File: src/rtl/mult_pkg.sv
// mult_pkg: shared types, default constants and the round-robin pick helper
// for the multiplier-sharing arbiter.
//   state_t    - arbiter FSM states (IDLE, RUN, DONE)
//   MULT_WIDTH - default operand width
//   MULT_N_REQ - default number of requesters
//   rr_pick()  - request vector + pointer in, {found, winner index} out
package mult_pkg;

  typedef enum logic [1:0] {
    IDLE = 2'd0,
    RUN  = 2'd1,
    DONE = 2'd2
  } state_t;

  localparam int MULT_WIDTH = 4;
  localparam int MULT_N_REQ = 3;

  // Widest request vector the pick helper handles; callers zero-pad.
  localparam int RR_MAX = 32;

  typedef struct packed {
    logic        found;
    logic [31:0] idx;
  } rr_pick_t;

  // First set bit at or above ptr, wrapping at n. Offsets are visited in
  // increasing order and the first hit latches, so the lowest offset wins.
  function automatic rr_pick_t rr_pick(input logic [RR_MAX-1:0] req,
                                       input int unsigned ptr,
                                       input int unsigned n);
    rr_pick_t    res;
    int unsigned pos;
    res.found = 1'b0;
    res.idx   = '0;
    for (int unsigned k = 0; k < RR_MAX; k++) begin
      pos = ptr + k;
      if (pos >= n) pos = pos - n;
      if ((k < n) && !res.found && req[pos[4:0]]) begin
        res.found = 1'b1;
        res.idx   = pos;
      end
    end
    return res;
  endfunction

endpackage

File: src/rtl/shift_add_core.sv
// shift_add_core: sequential unsigned shift-add multiplier datapath.
// Holds the multiplicand M, the multiplier/low-product register Q and the
// WIDTH+1 bit accumulator ACC (top bit is the step carry).
// Ports:
//   clk, rst - clock and synchronous active-high reset
//   load     - capture a into M, b into Q and clear ACC
//   step     - one add/shift step
//   a, b     - operands (WIDTH bits)
//   p        - product {ACC[WIDTH-1:0], Q} (2*WIDTH bits), valid after WIDTH steps
module shift_add_core
  import mult_pkg::*;
#(
  parameter int WIDTH = MULT_WIDTH
) (
  input  logic               clk,
  input  logic               rst,
  input  logic               load,
  input  logic               step,
  input  logic [WIDTH-1:0]   a,
  input  logic [WIDTH-1:0]   b,
  output logic [2*WIDTH-1:0] p
);

  logic [WIDTH-1:0] m_q, m_d;
  logic [WIDTH-1:0] q_q, q_d;
  logic [WIDTH:0]   acc_q, acc_d;
  logic [WIDTH:0]   sum;

  always_comb begin
    m_d   = m_q;
    q_d   = q_q;
    acc_d = acc_q;
    // Conditional add keeps the carry in bit WIDTH so the shift below
    // brings it back into the product.
    sum   = q_q[0] ? ({1'b0, acc_q[WIDTH-1:0]} + {1'b0, m_q}) : acc_q;
    if (load) begin
      m_d   = a;
      q_d   = b;
      acc_d = '0;
    end else if (step) begin
      // {ACC, Q} >> 1 after the add.
      acc_d = {1'b0, sum[WIDTH:1]};
      q_d   = {sum[0], q_q[WIDTH-1:1]};
    end
  end

  always_ff @(posedge clk) begin
    if (rst) begin
      m_q   <= '0;
      q_q   <= '0;
      acc_q <= '0;
    end else begin
      m_q   <= m_d;
      q_q   <= q_d;
      acc_q <= acc_d;
    end
  end

  assign p = {acc_q[WIDTH-1:0], q_q};

endmodule

File: src/rtl/mult_share_arbiter.sv
// mult_share_arbiter: round-robin scheduler sharing one shift-add multiplier
// core among N_REQ requesters.
// Ports:
//   clk, rst   - clock and synchronous active-high reset
//   req_valid  - per-requester operand offer
//   req_ready  - one-hot grant, only ever high in IDLE
//   req_a/b    - packed operands, requester i at [i*WIDTH +: WIDTH]
//   rsp_valid  - product available (DONE state)
//   rsp_ready  - consumer accepts product
//   rsp_id     - requester that owns the product
//   rsp_p      - unsigned product, 2*WIDTH bits
//   busy       - high whenever not IDLE
module mult_share_arbiter
  import mult_pkg::*;
#(
  parameter int WIDTH = MULT_WIDTH,
  parameter int N_REQ = MULT_N_REQ,
  parameter int ID_W  = $clog2(N_REQ)
) (
  input  logic                   clk,
  input  logic                   rst,
  input  logic [N_REQ-1:0]       req_valid,
  output logic [N_REQ-1:0]       req_ready,
  input  logic [N_REQ*WIDTH-1:0] req_a,
  input  logic [N_REQ*WIDTH-1:0] req_b,
  output logic                   rsp_valid,
  input  logic                   rsp_ready,
  output logic [ID_W-1:0]        rsp_id,
  output logic [2*WIDTH-1:0]     rsp_p,
  output logic                   busy
);

  localparam int CNT_W = $clog2(WIDTH + 1);

  state_t            state_q, state_d;
  logic [CNT_W-1:0]  cnt_q, cnt_d;
  logic [ID_W-1:0]   ptr_q, ptr_d;
  logic [ID_W-1:0]   id_q, id_d;

  logic [RR_MAX-1:0] req_pad;
  rr_pick_t          pick;
  logic [ID_W-1:0]   win_idx;
  logic [WIDTH-1:0]  a_sel;
  logic [WIDTH-1:0]  b_sel;
  logic              core_load;
  logic              core_step;
  logic [2*WIDTH-1:0] core_p;
  logic              unused_pick_bits;

  always_comb begin
    req_pad              = '0;
    req_pad[N_REQ-1:0]   = req_valid;
    pick                 = rr_pick(req_pad, 32'(ptr_q), 32'(N_REQ));
    win_idx              = ID_W'(pick.idx);
    a_sel                = req_a[int'(win_idx)*WIDTH +: WIDTH];
    b_sel                = req_b[int'(win_idx)*WIDTH +: WIDTH];
  end

  // Only the low ID_W bits of the pick index carry information.
  assign unused_pick_bits = ^pick.idx;

  always_comb begin
    state_d   = state_q;
    cnt_d     = cnt_q;
    ptr_d     = ptr_q;
    id_d      = id_q;
    req_ready = '0;
    core_load = 1'b0;
    core_step = 1'b0;
    rsp_valid = 1'b0;
    rsp_id    = '0;
    rsp_p     = '0;
    unique case (state_q)
      IDLE: begin
        if (pick.found) begin
          req_ready[win_idx] = 1'b1;
          core_load          = 1'b1;
          cnt_d              = CNT_W'(WIDTH);
          id_d               = win_idx;
          ptr_d              = (win_idx == ID_W'(N_REQ - 1)) ? '0 : win_idx + ID_W'(1);
          state_d            = RUN;
        end
      end
      RUN: begin
        // Fixed WIDTH steps; the step taken while cnt is 1 is the last one.
        core_step = 1'b1;
        cnt_d     = cnt_q - CNT_W'(1);
        if (cnt_q == CNT_W'(1)) state_d = DONE;
      end
      DONE: begin
        // Core is idle here, so the product and id are naturally frozen.
        rsp_valid = 1'b1;
        rsp_id    = id_q;
        rsp_p     = core_p;
        if (rsp_ready) state_d = IDLE;
      end
      default: state_d = IDLE;
    endcase
  end

  always_ff @(posedge clk) begin
    if (rst) begin
      state_q <= IDLE;
      cnt_q   <= '0;
      ptr_q   <= '0;
      id_q    <= '0;
    end else begin
      state_q <= state_d;
      cnt_q   <= cnt_d;
      ptr_q   <= ptr_d;
      id_q    <= id_d;
    end
  end

  assign busy = (state_q != IDLE);

  shift_add_core #(
    .WIDTH (WIDTH)
  ) u_core (
    .clk  (clk),
    .rst  (rst),
    .load (core_load),
    .step (core_step),
    .a    (a_sel),
    .b    (b_sel),
    .p    (core_p)
  );

endmodule

File: config.mk
export PLATFORM = sky130hd
export DESIGN_NAME = mult_share_arbiter
export DESIGN_NICKNAME = d
export VERILOG_FILES = /design/src/rtl/mult_pkg.sv /design/src/rtl/shift_add_core.sv /design/src/rtl/mult_share_arbiter.sv
export SDC_FILE = /design/constraint.sdc
export NUM_CORES = 1
export LEC_CHECK = 0
export BUFFER_PORTS_ARGS = -buffer_cell sky130_fd_sc_hd__buf_2
export CORE_ASPECT_RATIO = 2
export CORE_MARGIN = 3
export CORE_UTILIZATION = 38
export CTS_CLUSTER_SIZE = 12
export DETAILED_ROUTE_END_ITERATION = 6
export GPL_TIMING_DRIVEN = 0
export SLEW_MARGIN = 40
export SYNTH_ARGS = -nofsm -noshare
export SYNTH_HDL_FRONTEND = slang
export SYNTH_SLANG_ARGS = --single-unit
File: constraint.sdc
create_clock -name clk -period 3.8 [get_ports clk]
set_input_delay 1.14 -clock clk [delete_from_list [all_inputs] [get_ports clk]]
set_output_delay 1.14 -clock clk [all_outputs]
set_load 0.1 [all_outputs]
==> results of run 1 <==
==> flip-flops by register name, indices dropped and copies added, names as in the netlist <==
signal,cells
state_q,2
u_core.q_q,4
u_core.m_q,4
cnt_q,3
u_core.acc_q,4
id_q,2
ptr_q,2
==> metrics by stage <==
| step | utilization [%] | std cells | setup TNS [ns] | setup slack [ns] | area (sq um) |
|---|---|---|---|---|---|
| floorplan | - | 200 | 0 | 0.02103 | 1652 |
| CTS | 49.79 | 303 | 0 | 0.02298 | 2056 |
| global route | 51.09 | 307 | -0.003333 | -0.003333 | 2110 |
| global placement | 46.91 | 296 | -1.151 | -0.4509 | 1937 |
| detailed placement | 46.91 | 296 | -1.184 | -0.4605 | 1937 |
| finish | 51.09 | 307 | -0.009030 | -0.009030 | 2110 |
==> worst max-delay path, stage by stage <==
cell and delay (ns):
buf_8 0.08, or2b_1 0.23, a311o_1 0.39, o2111a_2 0.17, a21oi_4 0.24, and3_4 0.23, buf_12 0.17
==> worst min path at each step <==
stage | to | slack, ns | depth (start not counted)
floorplan | u_core.q_q[1] | 0.44 | 1
global placement | u_core.q_q[2] | 0.46 | 1
detailed placement | u_core.q_q[2] | 0.47 | 1
CTS | u_core.q_q[1] | 0.49 | 1
global route | u_core.q_q[1] | 0.50 | 1
finish | u_core.q_q[2] | 0.49 | 1
==> cells by family (layout without fill, tap and decap cells) <==
family / count (synthesis) / count (layout) / share of synthesized area [%]
flip-flops: 21 / 21 / 25.51
adder cells (fa/ha/maj): 12 / 12 / 9.567
AO/OA/AOI/OAI: 62 / 62 / 29.54
multiplexers: 6 / 6 / 3.645
AND/OR/NAND/NOR: 71 / 71 / 22.93
XOR/XNOR: 3 / 3 / 1.595
buffers and inverters: 25 / 80 / 7.213
==> cells in the mapped netlist (4+ instances only) <==
cell and n:
inv_1 17, o221a_1 4, and2_1 11, and3_1 10
nor2b_1 6, nor2_1 13, ha_1 11, o21ai_0 7
mux2i_1 6, a221o_1 6, a211oi_1 5, a2111oi_0 6
dfxtp_1 21, a21oi_1 11, nand2_1 17
==> power by group through the flow <==
stage,clock network [mW],registers (mW),logic (mW)
CTS,0.155,0.368,1.02
global placement,0,0.372,0.932
finish,0.152,0.368,1.07
floorplan,0,0.351,0.742
detailed placement,0,0.373,0.933
global route,0.164,0.380,1.16
==> repair_timing <==
item,CTS,global route
setup buffers,4,4
endpoints found under the hold margin,0,0
gates cloned,0,0
endpoints found under the setup margin,3,3
pin swaps,3,3
gates resized for setup,14,7
==> per-layer routing <==
metal  vias to the layer above  share of wire, %  GRT usage (%)
li1                        842                 -              -
met4                         0               2.6          9.252
met2                        44                59          37.64
met3                         8               3.9          2.249
met5                         -                 0              0
met1                       765                35          18.17
==> final cells by class <==
cell class / count / area [sq um]
fillers: 446 / 2019
multi-input cells: 154 / 1136
flip-flops and latches: 21 / 421.7
repair buffers: 52 / 329.1
well taps: 52 / 65.06
inverters: 17 / 63.81
plain buffers: 7 / 47.55
clock buffers: 3 / 41.29
clock inverters: 1 / 5.005
==> flow_metrics.tcl, run 1 <==
set metrics [dict create \
    grt_usage_pct 19.22 \
    die_w_um 52.57 \
    fin_crit_sh_pct 100.2 \
    period_needed_ns 3.809 \
    root_buffer "clkbuf_8" \
    ios 45 \
    clkPwrFrac_pct 9.6 \
    worstMarginPinSlew_ns 0.5884 \
    setup_viol 1 \
    r2r_cells 11 \
    p_sw_share_pct 49.24 \
    drv_slew 0 \
    yosys_most_used_dff "dfxtp_1" \
    crit_path_end "req_ready[2]" \
    die_area_sq_um 5211 \
    fin_skew_ns 0.0007418 \
    fin_nets 298 \
    vias 1659 \
    crit_arrival_ns 2.67 \
    ys.warnings.count 0 \
    pwr-share-seq_pct 23.2 \
    crit_fanout 5 \
    switchingPower_uw 780.5 \
    synth_edf_count 0 \
    grt_pass1_wl_um 7521 \
    most-common-layout-cells "41 x buf_2, 20 x dfxtp_1, 17 x inv_1" \
    min_from "u_core.q_q[2]" \
    layout_commonest_cell "buf_2" \
    setup_ws_ns -0.009030 \
    cap_violations 0 \
    crit_path_start_kind "input port" \
    core_area_sq_um 4129 \
    hold_buffers 0 \
    max_clock_freq_mhz 262.5 \
    vdd_drop_max_uv 519.0 \
    drt_pass1_iterations 4 \
    placementRows 33 \
    timing_hold_violations_final 0 \
    p_comb_share_pct 67.2 \
    path_clk_slew_ns 0.08 \
    syn_nets 242 \
    drcViolationCount 0 \
    cts_buffer_depth 2 \
    crit_path_start "req_valid[0]" \
    gr-total-overflow 0 \
    post_route_cells_drive_above_1_share_pct 28.63 \
    syn_to_final_growth_pct 28.02 \
    r2r-end "u_core.m_q[2]" \
    via_per_inst 5.404 \
    drt_iter0_drc 24 \
    rr_startpoint "ptr_q[0]" \
    power_density_nw_per_um2 751.5 \
    synth_area_leaders "dfxtp_1 26%, ha_1 8.4%, and2_1 4.2%, inv_1 3.9%, nand2_1 3.9%" \
    port_buffers 44 \
    crit_required_ns 2.66 \
    wire_per_inst_um 15.59 \
    htreeDepth 1 \
    initial_core_util_pct 39.91 \
    violations "negative setup slack" \
    ant_nets 0 \
    synth-seq-cells 21 \
    place_congestion 0.8861 \
    synth_top_area_cell "dfxtp_1" \
    r2r_slack_ns 0.94 \
    p_leak_nw 0.9699 \
    grt_max_degree 13 \
    first_global_vias 1628 \
    p_int_uw 804.8 \
    netlist_instances 200 \
    cts_tree "done" \
    post-dp-hpwl_um 3887 \
    synth_area_sq_um 1648 \
    hold_slack_ns 0.4883 \
    finalPower_mw 1.585 \
    diodes 0 \
    ys_types 47 \
    path_class "input port to output port" \
    clock_insertion_delay_worst_skew_ns 0.26 \
    async_flop_share_pct 0 \
    routed_wl_um 4786 \
    cts.sinks 21 \
    die_h_um 99.13 \
    numCtsBuffers 3 \
    status "finished, violations left" \
    synth_top_area_share_pct 25.51 \
    critPathCaptureType "output port" \
    relSlewSlack_pct 60.54 \
    seq_area_frac_synth_pct 25.51 \
    syn_avg_cell_area_sq_um 8.239 \
    hp-class "flop to flop" \
    antenna_found_initial 0 \
]
Note: power is estimated with default switching activity, not from simulation.
==> run 2: changes to the inputs <==
==> constraint.sdc (replaced) <==
create_clock -name clk -period 3.8 [get_ports clk]
set_input_delay 0.19 -clock clk [delete_from_list [all_inputs] [get_ports clk]]
set_output_delay 0.19 -clock clk [all_outputs]
set_load 0.1 [all_outputs]
==> flow_metrics.tcl, run 2 (synthesis gave the netlist of run 1 again) <==
set metrics [dict create \
    ios 45 \
    die_w_um 52.57 \
    critPathCaptureType "output port" \
    status "finished clean" \
    drt_iter0_drc 46 \
    place_congestion 0.8590 \
    vdd_drop_max_uv 521.9 \
    via_per_inst 5.517 \
    stdcell_count 300 \
    post_route_cells_drive_above_1_share_pct 23.79 \
    cts_buffer_depth 2 \
    ctsResizeCount 0 \
    htreeDepth 1 \
    gr-total-overflow 0 \
    hold_slack_ns 0.1880 \
    clkPwrFrac_pct 10.1 \
    first_global_vias 1721 \
    grt_max_degree 13 \
    initial_core_util_pct 39.91 \
    crit_fanout 9 \
    fin_skew_ns 0.006537 \
    wire_per_inst_um 15.46 \
    p_leak_nw 0.9202 \
    core_area_sq_um 4129 \
    relSlewSlack_pct 61.41 \
    antenna_found_initial 0 \
    period_needed_ns 3.250 \
    port_buffers 44 \
    crit_required_ns 3.61 \
    most-common-layout-cells "46 x buf_2, 21 x dfxtp_1, 17 x inv_1, 17 x nand2_1, 13 x nor2_1" \
    layout_commonest_cell "buf_2" \
    clock_insertion_delay_worst_skew_ns 0.26 \
    post-dp-hpwl_um 3840 \
    post_cts_buffers 0 \
    biggestRegsByFlops "u_core.acc_q (4), u_core.m_q (4), u_core.q_q (4)" \
    cts_tree "done" \
    fin_crit_sh_pct 85.53 \
    p_int_uw 700.3 \
    grt_pass1_wl_um 7838 \
    drv_slew 0 \
    dp.cells 296 \
    power_density_nw_per_um2 729.4 \
    cap_violations 0 \
    hold_buffers 0 \
    numCtsBuffers 3 \
    routed_wl_um 4638 \
    die_area_sq_um 5211 \
    crit_path_start_kind "flop" \
    fin_nets 291 \
    drt_pass1_iterations 4 \
    rsz0062_at_grt "no" \
    die_h_um 99.13 \
    placementRows 33 \
    vias 1655 \
    max_clock_freq_mhz 307.7 \
    pwr-share-seq_pct 25.3 \
    p_sw_share_pct 51.49 \
    timing_hold_violations_final 0 \
    worstMarginPinSlew_ns 0.5753 \
    diodes 0 \
    grt_usage_pct 19.46 \
    setup_viol 0 \
    ant_nets 0 \
    p_comb_share_pct 64.6 \
    root_buffer "clkbuf_8" \
    cts.sinks 21 \
    final.setup.tns_ns 0 \
    path_clk_slew_ns 0.08 \
    crit_arrival_ns 3.06 \
    switchingPower_uw 743.5 \
    path_class "flop to output port" \
    drcViolationCount 0 \
    syn_to_final_growth_pct 20.12 \
    hp-class "input port to flop" \
]
## run 2: worst paths after layout
kind / from / to / slack, ns / depth (start not counted)
min: rsp_ready / state_q[1] / 0.19 / 3
min reg2reg: u_core.q_q[2] / u_core.q_q[2] / 0.48 / 1
max reg2reg: ptr_q[1] / u_core.q_q[1] / 1.03 / 9
max: ptr_q[1] / req_ready[2] / 0.55 / 9
## run 2: per-stage QoR
step | worst slack [ns] | cell area (sq um) | power [mW] | utilization (%)
global route | 0.3720 | 1979 | 1.573 | 47.94
detailed placement | 0.8465 | 1933 | 1.299 | 46.82
global placement | 0.8517 | 1933 | 1.296 | 46.82
floorplan | 0.9840 | 1648 | 1.089 | -
finish | 0.5500 | 1979 | 1.444 | 47.94
CTS | 0.5390 | 1979 | 1.448 | 47.94
## run 2: critical path: stages, from the launching register on
cell	delay (ns)
dfxtp_1	0.47
inv_1	0.13
ha_1	0.28
buf_4	0.17
mux2i_1	0.15
a221o_1	0.41
o2111a_2	0.20
a21oi_2	0.34
and3_1	0.22
buf_2	0.42
## run 2: per-layer routing
metal | up-vias | track usage [%] | share of wire, %
li1 | 826 | - | -
met1 | 763 | 19.19 | 34
met2 | 49 | 37.16 | 58
met3 | 17 | 1.199 | 3.2
met4 | 0 | 11.02 | 4.7
met5 | - | 0 | 0
## run 2: final cells by class
class | instances | area, sq um
Inverter | 17 | 63.81
Buffer | 8 | 55.05
Timing Repair Buffer | 44 | 220.2
Tap cell | 52 | 65.06
Multi-Input combinational cell | 154 | 1109
Clock buffer | 3 | 41.29
Fill cell | 442 | 2150
Sequential cell | 21 | 420.4
Clock inverter | 1 | 5.005
## run 2: power groups by stage
stage | Combinational (mW) | Sequential (mW) | Clock, mW
3_3_place_gp | 0.928 | 0.368 | 0
3_5_place_dp | 0.930 | 0.369 | 0
6_report | 0.932 | 0.366 | 0.146
5_1_grt | 1.03 | 0.379 | 0.162
2_1_floorplan | 0.738 | 0.351 | 0
4_1_cts | 0.934 | 0.365 | 0.150
